`config.mk`:
```
export PLATFORM = sky130hd
export DESIGN_NAME = key_press_sequencer_flat
export DESIGN_NICKNAME = d
export VERILOG_FILES = /design/src/rtl/key_press_sequencer_if.sv /design/src/rtl/key_press_sequencer.sv /design/src/flat_wrapper.sv
export SDC_FILE = /design/constraint.sdc
export NUM_CORES = 1
export LEC_CHECK = 0
export ABC_CLOCK_PERIOD_IN_PS = 2700
export CAP_MARGIN = 15
export CORE_UTILIZATION = 29
export CTS_BUF_LIST = sky130_fd_sc_hd__clkbuf_4
export DETAILED_ROUTE_END_ITERATION = 12
export GPL_ROUTABILITY_DRIVEN = 1
export GPL_TIMING_DRIVEN = 0
export PLACE_DENSITY = 0.49
export SLEW_MARGIN = 5
export SYNTH_ARGS = -nofsm -noshare
export SYNTH_HDL_FRONTEND = slang
export SYNTH_SLANG_ARGS = --single-unit
```
`constraint.sdc`:
```
create_clock -name clkIn -period 2.7 [get_ports clkIn]
set_clock_uncertainty 0.2 [all_clocks]
set_input_delay 0.405 -clock clkIn [delete_from_list [all_inputs] [get_ports clkIn]]
set_output_delay 0.405 -clock clkIn [all_outputs]
set_load 0.01 [all_outputs]
```
`src/rtl/key_press_sequencer_if.sv`:
```
// Key-code handshake between the frequency-to-key mapper (master) and the
// press sequencer (slave). The mapper holds keyIn/keyValid until keyReady.
interface key_press_sequencer_if;
  logic [4:0] keyIn;
  logic       keyValid;
  logic       keyReady;

  modport master (
    output keyIn,
    output keyValid,
    input  keyReady
  );

  modport slave (
    input  keyIn,
    input  keyValid,
    output keyReady
  );
endinterface

```
`src/rtl/key_press_sequencer.sv`:
```
// Key press sequencer: turns each accepted 5-bit key code into one timed
// solenoid press on the 24-finger actuator bank, followed by a release gap
// during which every solenoid is off. A stop request cuts the press short
// and (re)starts the gap.
module key_press_sequencer #(
  parameter int unsigned PRESS_CYCLES = 6500000,
  parameter int unsigned GAP_CYCLES   = 3250000,
  parameter int unsigned CNT_W        = 24
) (
  input  logic                        clkIn,
  input  logic                        rstN,
  key_press_sequencer_if.slave        keyBus,
  input  logic                        stopIn,
  output logic [23:0]                 solenoidOut,
  output logic                        busy,
  output logic                        badKey
);

  typedef enum logic [1:0] {
    IDLE,
    PRESS,
    GAP
  } state_t;

  // Counter reload values; the counter runs from LOAD down to 0 inclusive,
  // so each phase lasts exactly its cycle count.
  localparam logic [CNT_W-1:0] PRESS_LOAD = CNT_W'(PRESS_CYCLES - 1);
  localparam logic [CNT_W-1:0] GAP_LOAD   = CNT_W'(GAP_CYCLES - 1);

  state_t           r_state;
  logic [CNT_W-1:0] r_count;
  logic             r_started;
  logic [23:0]      r_solenoid;
  logic             r_busy;
  logic             r_badKey;

  logic             w_accept;
  logic             w_legal;
  logic [4:0]       w_index;
  logic [23:0]      w_onehot;

  // Upper bank keys sit 12 positions above the lower bank ones.
  assign w_legal  = (keyBus.keyIn[3:0] <= 4'd11);
  assign w_index  = keyBus.keyIn[4] ? (5'd12 + {1'b0, keyBus.keyIn[3:0]})
                                    : {1'b0, keyBus.keyIn[3:0]};
  assign w_onehot = 24'd1 << w_index;

  // Ready only once out of reset, only in IDLE, and never while a stop is
  // being requested so an abort cannot race a fresh accept.
  assign keyBus.keyReady = r_started && (r_state == IDLE) && !stopIn;
  assign w_accept        = keyBus.keyValid && keyBus.keyReady;

  // Marks the first clock edge after reset release; IDLE alone is not
  // enough because keyReady must stay low while reset is held.
  always_ff @(posedge clkIn or negedge rstN) begin
    if (!rstN) begin
      r_started <= 1'b0;
    end else begin
      r_started <= 1'b1;
    end
  end

  // Press/gap sequencing with registered outputs; reset clears the drive
  // immediately so a press in flight is dropped at once.
  always_ff @(posedge clkIn or negedge rstN) begin
    if (!rstN) begin
      r_state    <= IDLE;
      r_count    <= '0;
      r_solenoid <= '0;
      r_busy     <= 1'b0;
      r_badKey   <= 1'b0;
    end else begin
      r_badKey <= 1'b0;
      case (r_state)
        IDLE: begin
          if (w_accept) begin
            if (w_legal) begin
              r_state    <= PRESS;
              r_solenoid <= w_onehot;
              r_count    <= PRESS_LOAD;
              r_busy     <= 1'b1;
            end else begin
              r_badKey <= 1'b1;
            end
          end
        end
        PRESS: begin
          if (stopIn || (r_count == '0)) begin
            r_state    <= GAP;
            r_solenoid <= '0;
            r_count    <= GAP_LOAD;
          end else begin
            r_count <= r_count - 1'b1;
          end
        end
        GAP: begin
          if (stopIn) begin
            r_count <= GAP_LOAD;
          end else if (r_count == '0) begin
            r_state <= IDLE;
            r_busy  <= 1'b0;
          end else begin
            r_count <= r_count - 1'b1;
          end
        end
        default: begin
          r_state    <= IDLE;
          r_count    <= '0;
          r_solenoid <= '0;
          r_busy     <= 1'b0;
        end
      endcase
    end
  end

  assign solenoidOut = r_solenoid;
  assign busy        = r_busy;
  assign badKey      = r_badKey;

endmodule

```
`src/flat_wrapper.sv`:
```
// flat-port wrapper written by rule: the top's interface ports become plain ports
module key_press_sequencer_flat 
#(
  parameter int unsigned PRESS_CYCLES = 6500000,
  parameter int unsigned GAP_CYCLES   = 3250000,
  parameter int unsigned CNT_W        = 24
)
  (clkIn, rstN, stopIn, solenoidOut, busy, badKey, keyBus_keyIn, keyBus_keyValid, keyBus_keyReady);
  key_press_sequencer_if keyBus_i ();
  input  logic clkIn;
  input  logic rstN;
  input  logic stopIn;
  output logic [23:0] solenoidOut;
  output logic busy;
  output logic badKey;
  input wire logic [$bits(keyBus_i.keyIn)-1:0] keyBus_keyIn;
  input wire logic [$bits(keyBus_i.keyValid)-1:0] keyBus_keyValid;
  output wire logic [$bits(keyBus_i.keyReady)-1:0] keyBus_keyReady;
  assign keyBus_i.keyIn = keyBus_keyIn;
  assign keyBus_i.keyValid = keyBus_keyValid;
  assign keyBus_keyReady = keyBus_i.keyReady;
  key_press_sequencer #(.PRESS_CYCLES(PRESS_CYCLES), .GAP_CYCLES(GAP_CYCLES), .CNT_W(CNT_W)) u_core (.clkIn(clkIn), .rstN(rstN), .keyBus(keyBus_i), .stopIn(stopIn), .solenoidOut(solenoidOut), .busy(busy), .badKey(badKey));
endmodule
```
Word level (Yosys, flattened, before mapping)
Index checks and enable logic that the tools add are counted.
W data, S select, Z words.

storage, ports and cells
  output and inout port bits = 27
  word-level logic and storage cells = 56
  register bits = 53
  input bits = 9

cells by class
  reductions and logical operators = 11
  $add $sub $neg = 2
  shifts and indexed selects = 1
  muxes and demuxes = 25
  eq/ne operators = 8
  $lt $le $gt $ge = 1
  bitwise operators = 2

operators with widths
  cell                     count
  $mux W24                 8
  $pmux W24 S3             2
  $logic_not A24 Y1        1
  $shl A1 B5 Y24 const A   1
  $sub A24 B1 Y24 const B  1
  $mux W2                  5
  $reduce_and A5 Y1        2
  $ne A2 B1 Y1 const B     4
  $mux W1                  7
  $pmux W2 S3              1
  $add A4 B4 Y5 const A    1
  $mux W5                  1
  $le A4 B4 Y1 const B     1
  $reduce_and A4 Y1        1
  $logic_and A1 B1 Y1      3
  $ne A3 B3 Y1 const B     1
  $pmux W1 S3              1
  $reduce_and A3 Y1        1
  $eq A2 B1 Y1 const B     1
  $eq A2 B2 Y1 const B     1
  $logic_not A2 Y1         1
  $ne A2 B2 Y1 const B     1
  $not A1 Y1               2
  $logic_not A1 Y1         1
  $logic_or A1 B1 Y1       1

Depth between registers and ports, before layout
Gate-level depths: netlist of run 1.

  word-level depth = 6
  mapped depth = 9
  depth with buffers taken out = 8

Least setup slack after synthesis of run 1
OpenSTA, ideal clock, no wires.

  kind = register to register
  start point = register u_core.r_count[8]
  end point = register u_core.r_solenoid[20], in the netlist u_core.solenoidOut[20]
  library setup time = 0.121 ns
  period minus slack after synthesis = 2.243 ns
  arrival time = 1.922 ns
  data required time = 2.379 ns
  buffers on the path = 2
  path slack = 0.457 ns
  cell stages (with the launch flop) = 9
  path through = dfrtp_1 buf_4 nor4_4 and4_2 a31oi_4 a21boi_2 nor2_1 buf_6 a22o_1

between the ends
  word-level cells in the longest chain between the ends = 4

ends and longest elaborated chain
  item                                line                        source
  from (decl)                         key_press_sequencer.sv:31   logic [CNT_W-1:0] r_count;
  from (signal assigned)              key_press_sequencer.sv:93   r_count <= r_count - 1'b1;
  from (signal assigned)              key_press_sequencer.sv:103  r_count <= r_count - 1'b1;
  $logic_not A24 Y1                   key_press_sequencer.sv:88   if (stopIn || (r_count == '0)) begin
  $logic_or A1 B1 Y1                  key_press_sequencer.sv:88
  $ne A2 B1 Y1 (no source line)       -
  $reduce_and A4 Y1 (no source line)  -
  to (signal assigned)                key_press_sequencer.sv:79   r_solenoid <= w_onehot;
  to (decl)                           key_press_sequencer.sv:33   logic [23:0] r_solenoid;

Every way passes these cells.
A chain may end at the register's enable or synchronous reset.

Worst setup path after layout of run 1
  start point = input port keyBus_keyIn[2]
  end point = register u_core.r_count[15]

between the ends
  word-level cells in the longest chain between the ends = 3

ends and longest elaborated chain
  item                                line                       source
  from (decl)                         flat_wrapper.sv:16         input wire logic [$bits(keyBus_i.keyIn)-1:0] keyBus_keyIn;
  $le A4 B4 Y1                        key_press_sequencer.sv:43  assign w_legal = (keyBus.keyIn[3:0] <= 4'd11);
  $ne A2 B1 Y1 (no source line)       -
  $reduce_and A3 Y1 (no source line)  -

Every way passes these cells.

==> impl_results.md, run 1 <==
* Worst slew pin tran at 0.683 ns
* Primary FF master, synth: dfrtp_1
* Cell Count, Final, Fillers Out at 496
* Worst Setup Start Kind: input port
* Final HPWL DP at 6480 um
* Vias per Instance at 5.40
* Leakage at 0.00143 uW
* Register area share after synthesis at 44.8%
* Sum Neg Setup Slack at 0 ns
* WP data arrival at 2.66 ns
* # DRC at 0
* Die Wd at 103 um
* Initial Util at 30.1%
* NumNets Final at 375
* Hold Path Depth at 5
* CP peak stage delay at 0.51 ns
* Yosys reg bits at 53
* Final setup margin at 0.130 ns
* Final min period at 2.57 ns
* Max-cap violations at 0
* Crit Path Category: input port to flop
* Syn. warnings at 0
* H-tree levels at 2
* Root buffer selected by CTS: clkbuf_4
* Area of the multi-input gates at 0.00159 mm2
* Pin count of the biggest net entering global routing at 29
* # IOs at 36
* Routability cong. at 0.867
* Pins Over Slew Limit at 0
* GRT Util Overall at 17.9%
* Critical Path RT at 2.79 ns
* Cell Rows at 36
* TritonCTS buffer count at 5
* Post-detailed-route count of antenna-violating nets at 0
* Layout cells sized above 1 at 11.3%
* Post-synth EDFFs at 0
* Area Growth Syn to Fin at 22.4%
* Synthesized area at 0.00296 mm2
* Global-route wire length before repair at 14300 um
* Fin. Hold Viols at 0
* Post-synth ARST share at 100%
* Power density over cell area at 664 mW/mm2
* Die height at 103 um
* # diodes at 0
* Sequential Area at 0.00133 mm2
* Slowest CP cell: clkdlybuf4s50_1
* Largest buffer count on any clock path at 2
* Core Region at 0.00982 mm2
* CTS tree: built
* Syn avg cell area at 9.28 um2
* Worst slack at placement at -0.748 ns
* Slew headroom at 54.5%
* Synthesized instance count at 319
* Number of setup violations in the final report at 0
* Worst hold path type: input port to flop
* Drt total wl at 8770 um
* RSZ-0062 raised after global routing: no
* Number of port buffers at 34
* Vias in the first global route at 2565
* Initial drt markers at 181
* Antenna violations before repair at 0
* Cell Chain, Critical Path: clkdlybuf4s50_1, ha_1, and4bb_2, nor3_2, a41oi_2, buf_2, o21ai_0, o21ai_1, nor2_1
* Fin util at 36.9%
* # clock sinks at 53
* Worst R2R Setup Slack at 0.15 ns
* Unique cell type count in the Yosys netlist at 61
* Crit share post-route at 95.2%
* Worst-path maximum fanout at 10
* F_max at 0.389 GHz
* Grt ovf at 0
* Status: complete, no violations
* Routed vias at 2680
* Post-synthesis net count at 332
* Fillcell total at 1064
* Worst R2R Path Depth at 7
* Peak VDD IR at 0.000245 V
* Die ar. at 0.0106 mm2
* WL/cell at 17.7 um
* Worst skew pair latency at 0.38 ns
* First-pass iteration count of the detailed router at 4
* Endpoint class of the critical path: flop
* Placed cell count at 487
* Clock slew at reported path FFs at 0.17 ns
==> path summary, 6_finish.rpt <==
check	start	endpoint
worst max-delay path	keyBus_keyIn[2]	u_core.r_count[15]
worst min-delay path	keyBus_keyIn[4]	u_core.solenoidOut[22]
worst max register to register	u_core.r_count[0]	u_core.r_count[17]
worst min register to register	u_core.solenoidOut[19]	u_core.solenoidOut[19]
max in group asynchronous	rstN	u_core.r_count[9]
min in group asynchronous	rstN	u_core.r_count[4]
==> cells by family after synthesis <==
family,count (synthesis),synth area share (%)
and+or+nand+nor,134,24.7
AOI/OAI and AO/OA,101,24.3
DFF,53,44.8
buffers and inverters,22,3.21
xor gates and xnor gates,4,1.18
adders and majority gates,4,1.69
other,1,0.127
==> metal layers <==
layer  wire length (um)  vias up  GRT usage, %
met5                  0        -             0
met4                157        0          6.28
met3                325       10          2.37
met2               3880       67          25.9
met1               4400     1301          27.1
li1                   -     1302             -
==> layout by cell type (no fill, tap or decap), types with 2 or more instances in the layout <==
master            n
a211o_1           2
a21oi_1          15
a22o_1           13
a31oi_1           7
and2_1            4
and3_1            3
buf_2             3
buf_4             3
clkbuf_1          5
clkbuf_4          6
clkdlybuf4s50_1  32
dfrtp_1          52
ha_1              4
inv_1            10
nand2_1          19
nand2b_1          4
nand3_1          15
nand3_2           3
nand4_1           5
nor2_1           33
nor2b_1           3
nor3_1           15
nor3_2            4
nor4_1            6
o21ai_0          26
o21ai_1           2
o2bb2ai_1        15
o311ai_0          2
o41ai_1           2
or4_1             3
xnor2_1           2
xor2_1            2
==> cell type report <==
| class | instances | share of cell area (%) |
|---|---|---|
| Multi-Input combinational cell | 244 | 44.0 |
| Sequential cell | 53 | 36.6 |
| Timing Repair Buffer | 38 | 10.6 |
| Tap cell | 133 | 4.59 |
| Buffer | 10 | 1.52 |
| Clock buffer | 5 | 1.04 |
| Inverter | 10 | 1.04 |
| Clock inverter | 3 | 0.587 |
==> critical path, delay by kind of cell <==
kind / cells / cell delay, ns
buf+inv: 2 / 0.84
compound gates: 3 / 0.63
fa+ha+maj: 1 / 0.28
simple gates: 3 / 0.50
==> metrics by stage <==
stage                     instance area [um2]  power [uW]  hold slack (ns)
after global routing                     3620        2570            0.331
final                                    3620        2410            0.310
after global placement                   3470        1970            0.271
after CTS                                3580        2380            0.292
after detailed placement                 3480        1980            0.273
after floorplan                          2960        1660          -0.0906
==> synthesized netlist by cell type, types with 3 or more instances <==
master	number	area (um2)
clkbuf_1	9	33.8
a21oi_1	15	75.1
a31oi_1	7	43.8
inv_1	10	37.5
a22o_1	13	114
nand2b_1	4	25.0
nor4_1	6	37.5
ha_1	4	50.1
nand4_1	5	31.3
dfrtp_1	53	1330
or4_1	3	22.5
and3_1	3	18.8
nor2_1	34	128
nor3_1	18	90.1
nand2_1	19	71.3
nand3_1	18	90.1
nor2b_1	3	18.8
o21ai_0	27	135
o2bb2ai_1	15	131
and2_1	4	25.0
==> sequential cells by signal (all words and copies together), names as in the netlist <==
signal and cells:
u_core.solenoidOut 24, u_core.badKey 1, u_core.r_count 24, u_core.r_started 1, u_core.busy 1, u_core.r_state 2
==> what timing repair did <==
item / CTS / global route
cloned: 0 / 0
resized for setup: 8 / 11
pin swaps: 0 / 2
hold buffers: 1 / 0
buffers inserted: 0 / 2
endpoints found under the setup margin: 22 / 34
hold endpoints to repair: 27 / 0
==> where the power goes <==
| group | internal [uW] | leakage, uW | switching, uW | total [uW] |
|---|---|---|---|---|
| clock network | 105 | 0.0000332 | 279 | 383 |
| registers | 918 | 0.000685 | 163 | 1080 |
| logic | 355 | 0.000708 | 585 | 941 |
Note: power is estimated with default switching activity, not from simulation.
==> inputs of run 2 (changes only) <==
- CTS_CLUSTER_DIAMETER: not set -> 50
==> results of run 2 <==
Same layout as run 1: the final DEF is identical, and so are final timing and power.
